--- src/rtl/seg_disp_arbiter.sv ---
// seg_disp_arbiter
// Shares one six-digit display path between three content sources:
// source 0 = alarm (pre-emptive), source 1 = live temperature and
// source 2 = setpoint (round-robin with a fixed dwell time).
// Every change of owner inserts a blanking gap so stale digits never flash.
//
// Optional feature macro: SEG_BLINK_EN. When defined, the display blinks
// while the alarm source owns it.
//
// Parameters:
//   DWELL_CNT  cycles a source 1/2 owner keeps the display before rotating (>=2)
//   GAP_CNT    blanking cycles between owners (>=1)
//   BLINK_CNT  alarm blink half-period in cycles (SEG_BLINK_EN only)
// Ports:
//   sys_clk                    clock
//   sys_rst                    synchronous reset, active-high
//   req[2:0]                   level request per source
//   data_0/1/2 [19:0]          display value per source
//   point_0/1/2 [5:0]          decimal-point mask per source
//   sign_in[2:0]               negative flag per source
//   grant[2:0]                 one-hot owner, 0 when idle or blanking
//   data/point/sign            registered display payload
//   seg_en                     registered display enable
module seg_disp_arbiter #(
  parameter int unsigned DWELL_CNT = 25_000_000,
  parameter int unsigned GAP_CNT   = 500_000,
  parameter int unsigned BLINK_CNT = 12_500_000
) (
  input  logic        sys_clk,
  input  logic        sys_rst,
  input  logic [2:0]  req,
  input  logic [19:0] data_0,
  input  logic [19:0] data_1,
  input  logic [19:0] data_2,
  input  logic [5:0]  point_0,
  input  logic [5:0]  point_1,
  input  logic [5:0]  point_2,
  input  logic [2:0]  sign_in,
  output logic [2:0]  grant,
  output logic [19:0] data,
  output logic [5:0]  point,
  output logic        sign,
  output logic        seg_en
);

  localparam int unsigned DWELL_W = (DWELL_CNT > 1) ? $clog2(DWELL_CNT) : 1;
  localparam int unsigned GAP_W   = (GAP_CNT > 1) ? $clog2(GAP_CNT) : 1;
  localparam logic [DWELL_W-1:0] DWELL_LAST = DWELL_W'(DWELL_CNT - 1);
  localparam logic [GAP_W-1:0]   GAP_LAST   = GAP_W'(GAP_CNT - 1);

  // Out-of-range parameters leave this marker scope in the elaborated design.
  if (DWELL_CNT < 2 || GAP_CNT < 1 || BLINK_CNT < 1) begin : g_param_range_violation
  end

  typedef enum logic [1:0] {
    ST_IDLE  = 2'd0,
    ST_SHOW  = 2'd1,
    ST_BLANK = 2'd2
  } state_t;

  state_t             state;
  logic [1:0]         owner;
  logic [1:0]         last_rr;
  logic [DWELL_W-1:0] dwell_cnt;
  logic [GAP_W-1:0]   gap_cnt;

`ifdef SEG_BLINK_EN
  localparam int unsigned BLINK_W = (BLINK_CNT > 1) ? $clog2(BLINK_CNT) : 1;
  localparam logic [BLINK_W-1:0] BLINK_LAST = BLINK_W'(BLINK_CNT - 1);
  logic [BLINK_W-1:0] blink_cnt;
`endif

  // Priority winner, owner-side payload mux and exit conditions
  logic        win_valid_c;
  logic [1:0]  win_idx_c;
  logic [19:0] win_data_c, own_data_c;
  logic [5:0]  win_point_c, own_point_c;
  logic        win_sign_c, own_sign_c;
  logic        other_req_c;
  logic        leave_c;
  logic        take_c;

  always_comb begin
    win_valid_c = 1'b0;
    win_idx_c   = 2'd0;
    if (req[0]) begin
      win_valid_c = 1'b1;
      win_idx_c   = 2'd0;
    end else if (req[1] && req[2]) begin
      // Tie between rotation sources: the one not served last wins
      win_valid_c = 1'b1;
      win_idx_c   = (last_rr == 2'd1) ? 2'd2 : 2'd1;
    end else if (req[1]) begin
      win_valid_c = 1'b1;
      win_idx_c   = 2'd1;
    end else if (req[2]) begin
      win_valid_c = 1'b1;
      win_idx_c   = 2'd2;
    end

    case (win_idx_c)
      2'd1:    begin win_data_c = data_1; win_point_c = point_1; win_sign_c = sign_in[1]; end
      2'd2:    begin win_data_c = data_2; win_point_c = point_2; win_sign_c = sign_in[2]; end
      default: begin win_data_c = data_0; win_point_c = point_0; win_sign_c = sign_in[0]; end
    endcase

    case (owner)
      2'd1:    begin own_data_c = data_1; own_point_c = point_1; own_sign_c = sign_in[1]; end
      2'd2:    begin own_data_c = data_2; own_point_c = point_2; own_sign_c = sign_in[2]; end
      default: begin own_data_c = data_0; own_point_c = point_0; own_sign_c = sign_in[0]; end
    endcase

    other_req_c = (owner == 2'd1) ? req[2] : req[1];

    // Drop, alarm pre-emption or dwell expiry all collapse into one BLANK
    leave_c = !req[owner]
            || ((owner != 2'd0) && req[0])
            || ((owner != 2'd0) && other_req_c && (dwell_cnt == DWELL_LAST));

    take_c = win_valid_c
          && ((state == ST_IDLE) || ((state == ST_BLANK) && (gap_cnt == GAP_LAST)));
  end

  // State, counters and registered outputs
  always_ff @(posedge sys_clk) begin
    if (sys_rst) begin
      state     <= ST_IDLE;
      owner     <= 2'd0;
      last_rr   <= 2'd2;
      dwell_cnt <= '0;
      gap_cnt   <= '0;
      grant     <= '0;
      data      <= '0;
      point     <= '0;
      sign      <= 1'b0;
      seg_en    <= 1'b0;
`ifdef SEG_BLINK_EN
      blink_cnt <= '0;
`endif
    end else if (take_c) begin
      state     <= ST_SHOW;
      owner     <= win_idx_c;
      grant     <= 3'b001 << win_idx_c;
      data      <= win_data_c;
      point     <= win_point_c;
      sign      <= win_sign_c;
      seg_en    <= 1'b1;
      dwell_cnt <= '0;
      if (win_idx_c != 2'd0) last_rr <= win_idx_c;
`ifdef SEG_BLINK_EN
      blink_cnt <= '0;
`endif
    end else begin
      case (state)
        ST_SHOW: begin
          if (leave_c) begin
            state   <= ST_BLANK;
            gap_cnt <= '0;
            grant   <= '0;
            seg_en  <= 1'b0;
          end else begin
            data  <= own_data_c;
            point <= own_point_c;
            sign  <= own_sign_c;
            // Dwell only accumulates while the rotation partner is waiting
            if ((owner != 2'd0) && other_req_c && (dwell_cnt != DWELL_LAST))
              dwell_cnt <= dwell_cnt + DWELL_W'(1);
`ifdef SEG_BLINK_EN
            if (owner == 2'd0) begin
              if (blink_cnt == BLINK_LAST) begin
                blink_cnt <= '0;
                seg_en    <= !seg_en;
              end else begin
                blink_cnt <= blink_cnt + BLINK_W'(1);
              end
            end
`endif
          end
        end
        ST_BLANK: begin
          // Gap end with a winner is handled by take_c
          if (gap_cnt == GAP_LAST) state <= ST_IDLE;
          else                     gap_cnt <= gap_cnt + GAP_W'(1);
        end
        ST_IDLE: ;
        default: state <= ST_IDLE;
      endcase
    end
  end

endmodule

--- config.mk ---
export PLATFORM = sky130hd
export DESIGN_NAME = seg_disp_arbiter
export DESIGN_NICKNAME = d
export VERILOG_FILES = /design/src/rtl/seg_disp_arbiter.sv
export SDC_FILE = /design/constraint.sdc
export NUM_CORES = 1
export LEC_CHECK = 0
export ABC_AREA = 1
export BUFFER_PORTS_ARGS = -buffer_cell sky130_fd_sc_hd__buf_2
export CORE_ASPECT_RATIO = 2
export CORE_MARGIN = 8
export CORE_UTILIZATION = 25
export DETAILED_ROUTE_END_ITERATION = 6
export HOLD_SLACK_MARGIN = 0.05
export PLACE_DENSITY = 0.49
export SETUP_SLACK_MARGIN = 0.4
export SYNTH_ARGS = -nofsm -noshare
export SYNTH_HDL_FRONTEND = slang
export SYNTH_SLANG_ARGS = --single-unit
export TNS_END_PERCENT = 5
--- constraint.sdc ---
create_clock -name sys_clk -period 4.6 [get_ports sys_clk]
set_input_delay 0.23 -clock sys_clk [delete_from_list [all_inputs] [get_ports sys_clk]]
set_output_delay 0.23 -clock sys_clk [all_outputs]
set_load 0.01 [all_outputs]
==> impl_results.md <==
- Status: finished, final reports clean
- Post-route DRC violation count: 0
- Synth top area cells: dfxtp_1 27%, nand2_1 17%, inv_1 6.9%
- Crit Path Max Fanout: 39
- Die X: 125.6 um
- CP endpoint kind: flop
- Min-Delay Path Class: in -> reg
- Actual slew at the worst max-slew pin: 1.213 ns
- Critical Path AT: 3.35 ns
- Initial antenna violation count: 0
- Fin nets: 1,158
- Critical path buffer and inverter count: 3
- Longest Clk Path Bufs: 2
- Starting Density: 0.2532
- DRT Wirelength: 21,730 um
- Total power: 2.394 mW
- Placed Cells: 1,340
- Via count: 6,510
- CTS tree: yes
- Post-DP Area: 0.006716 mm^2
- Post-layout min period: 3.107 ns
- Synthesized cell area: 0.006007 mm^2
- Syn. warnings: 0
- Die area: 0.02955 mm^2
- Slew headroom: 0.1906
- DR vias/cell: 4.801
- First-pass GRT wire length: 34,160 um
- Crit path max-delay family: buffers and inverters
- GRT overflow: 0
- CTS Buf Count: 9
- # fillers: 2,612
- Ys async rst share: 0
- Post-route ant nets: 0
- IO Pins: 117
- Hpwl dp: 16,620 um
- Area Growth Syn to Fin: 18.35%
- Worst-path clk slew: 0.06 ns
- Clock Latency Late Sink: 0.36 ns
- Diode count: 0
- Number of flops mapped to enable cells by yosys: 0
- Core Rows: 80
- Post-Synthesis Cells: 981
- Biggest area consumer among synthesized cells: dfxtp_1
- Clk sinks: 81
- Final instance area: 0.007109 mm^2
- Fmax: 321.9 MHz
- Slowest stage cell, crit path: inv_1
- Total global-route track usage: 0.1460
- Largest stage delay, worst path: 0.99 ns
- Setup Skew: 0.006703 ns
- Post-CTS setup repair buffer count: 0
- Pin count of the biggest net entering global routing: 51
- Final Hold Viols: 0
- Post-CTS Hold Fix Bufs: 0
- 1st-iter DRT viols: 310
- Crit path kind: reg -> reg
- # Max-Cap Violations: 0
- Pins Over Slew Limit: 0
- RSZ-0062 raised after global routing: false
- Max H-tree Level: 3
- Power per cell area: 336.7 mW/mm^2
- WL/cell: 16.02 um
- Lkg Pwr: 3.087 nW
- Vias in the first global route: 6,496
- Yosys cell types: 43
- Most frequent cells after synthesis: 280 x nand2_1, 111 x inv_1, 95 x nor2_1
- Worst Hold Launch: data_0[7]
- Final Instance Count excl. Fillers: 1,356
- Syn Nets: 1,075
- Register area share after synthesis: 0.2699
- Placer congestion estimate: 0.8704
- Synth Flop Type: dfxtp_1
- Die Ht: 235.2 um
- Fin Hold WS: 0.2873 ns
- Peak supply drop: 179.8 uV
- Mean Syn Cell Area: 6.123 um^2
- 1st-pass router iterations: 5
- CP required: 4.84 ns
- Final period util: 0.6754
- Critical path launch point type: flop
- Layout cells sized above 1: 0.1759
- Reg-to-reg critical path startpoint: last_rr[0]
- Crit path from: last_rr[0]
- Synth top area share: 0.2699
- Yosys reg bits: 81
- Resize count post-CTS: 0
- I/O Buffers: 116
- Critical path cell sequence: inv_1 -> o21ai_0 -> o21ai_0 -> nand2_1 -> inv_1 -> ha_1 -> inv_1 -> o21ai_0 -> nand3_1 -> nand2_1 -> nor2_2 -> nor2_2
- Top-count cell post-synth: nand2_1
- Setup TNS: 0 ns
- Final setup fails: 0
- Clk root buf: clkbuf_16
- Core Footprint: 0.02372 mm^2
-- area by class of cell --
| cell class | instances | area, um^2 | area share |
|---|---|---|---|
| Tap cell | 287 | 359.1 | 0.05051 |
| Clock buffer | 11 | 242.7 | 0.03414 |
| Timing Repair Buffer | 123 | 633.1 | 0.08905 |
| Clock inverter | 5 | 150.1 | 0.02112 |
| Sequential cell | 81 | 1622 | 0.2281 |
| Multi-Input combinational cell | 733 | 3662 | 0.5151 |
| Inverter | 116 | 440.4 | 0.06195 |
-- worst reg2reg max path, delay by kind of cell, from the launching register on --
family          cells  cell delay (ns)
flops               1             0.33
fa+ha+maj           1             0.53
compound gates      3             0.55
buf+inv             3             1.12
simple gates        5             0.47
-- where the power goes --
group | internal (mW) | switching [mW]
registers | 0.760 | 0.0482
clock network | 0.656 | 0.312
logic | 0.208 | 0.409
-- flip-flops by register name (all words and copies together), names as in the netlist --
register	cells
grant	3
last_rr	2
owner	2
gap_cnt	19
sign	1
seg_en	1
point	6
data	20
state	2
dwell_cnt	25
-- final timing paths --
path	end	slack, ns	cells after the start
setup reg to reg	data[19]	1.49	12
hold reg to reg	grant[0]	0.46	2
setup / recovery	data[19]	1.49	12
hold / removal	data[7]	0.29	5
-- metal layers --
metal / share of wire / GRT usage / vias up
li1: - / - / 3350
met1: 0.37 / 0.1379 / 2947
met2: 0.56 / 0.2931 / 167
met3: 0.033 / 0.02110 / 46
met4: 0.038 / 0.07207 / 0
met5: 0 / 0 / -
-- stage by stage --
step | worst slack [ns] | utilization
after floorplan | 2.539 | -
after global placement | 1.545 | 0.2831
after detailed placement | 1.503 | 0.2831
after CTS | 1.488 | 0.2997
after global routing | 1.140 | 0.2997
final | 1.493 | 0.2997
-- placed cells by master, fill, tap and decap left out, drive strengths merged, types with 10 or more instances in the layout --
cell type  netlist  layout
a21oi           57      57
a22o            11      11
a31oi           11      11
buf             28     123
clkbuf          23      11
dfxtp           81      81
inv            115     115
nand2          288     288
nand3           81      81
nand4           25      25
nor2           118     118
nor3            13      13
o21ai           48      48
o22ai           32      32
xnor2           10      10
xor2            17      17
-- kinds of logic after synthesis --
logic type	share of synthesized area
muxes	0.006666
buffers and inverters	0.1204
adders and majority gates	0.01666
and+or+nand+nor	0.3878
xor gates and xnor gates	0.03937
AOI/OAI and AO/OA	0.1591
DFF	0.2699
Note: power is estimated with default switching activity, not from simulation.
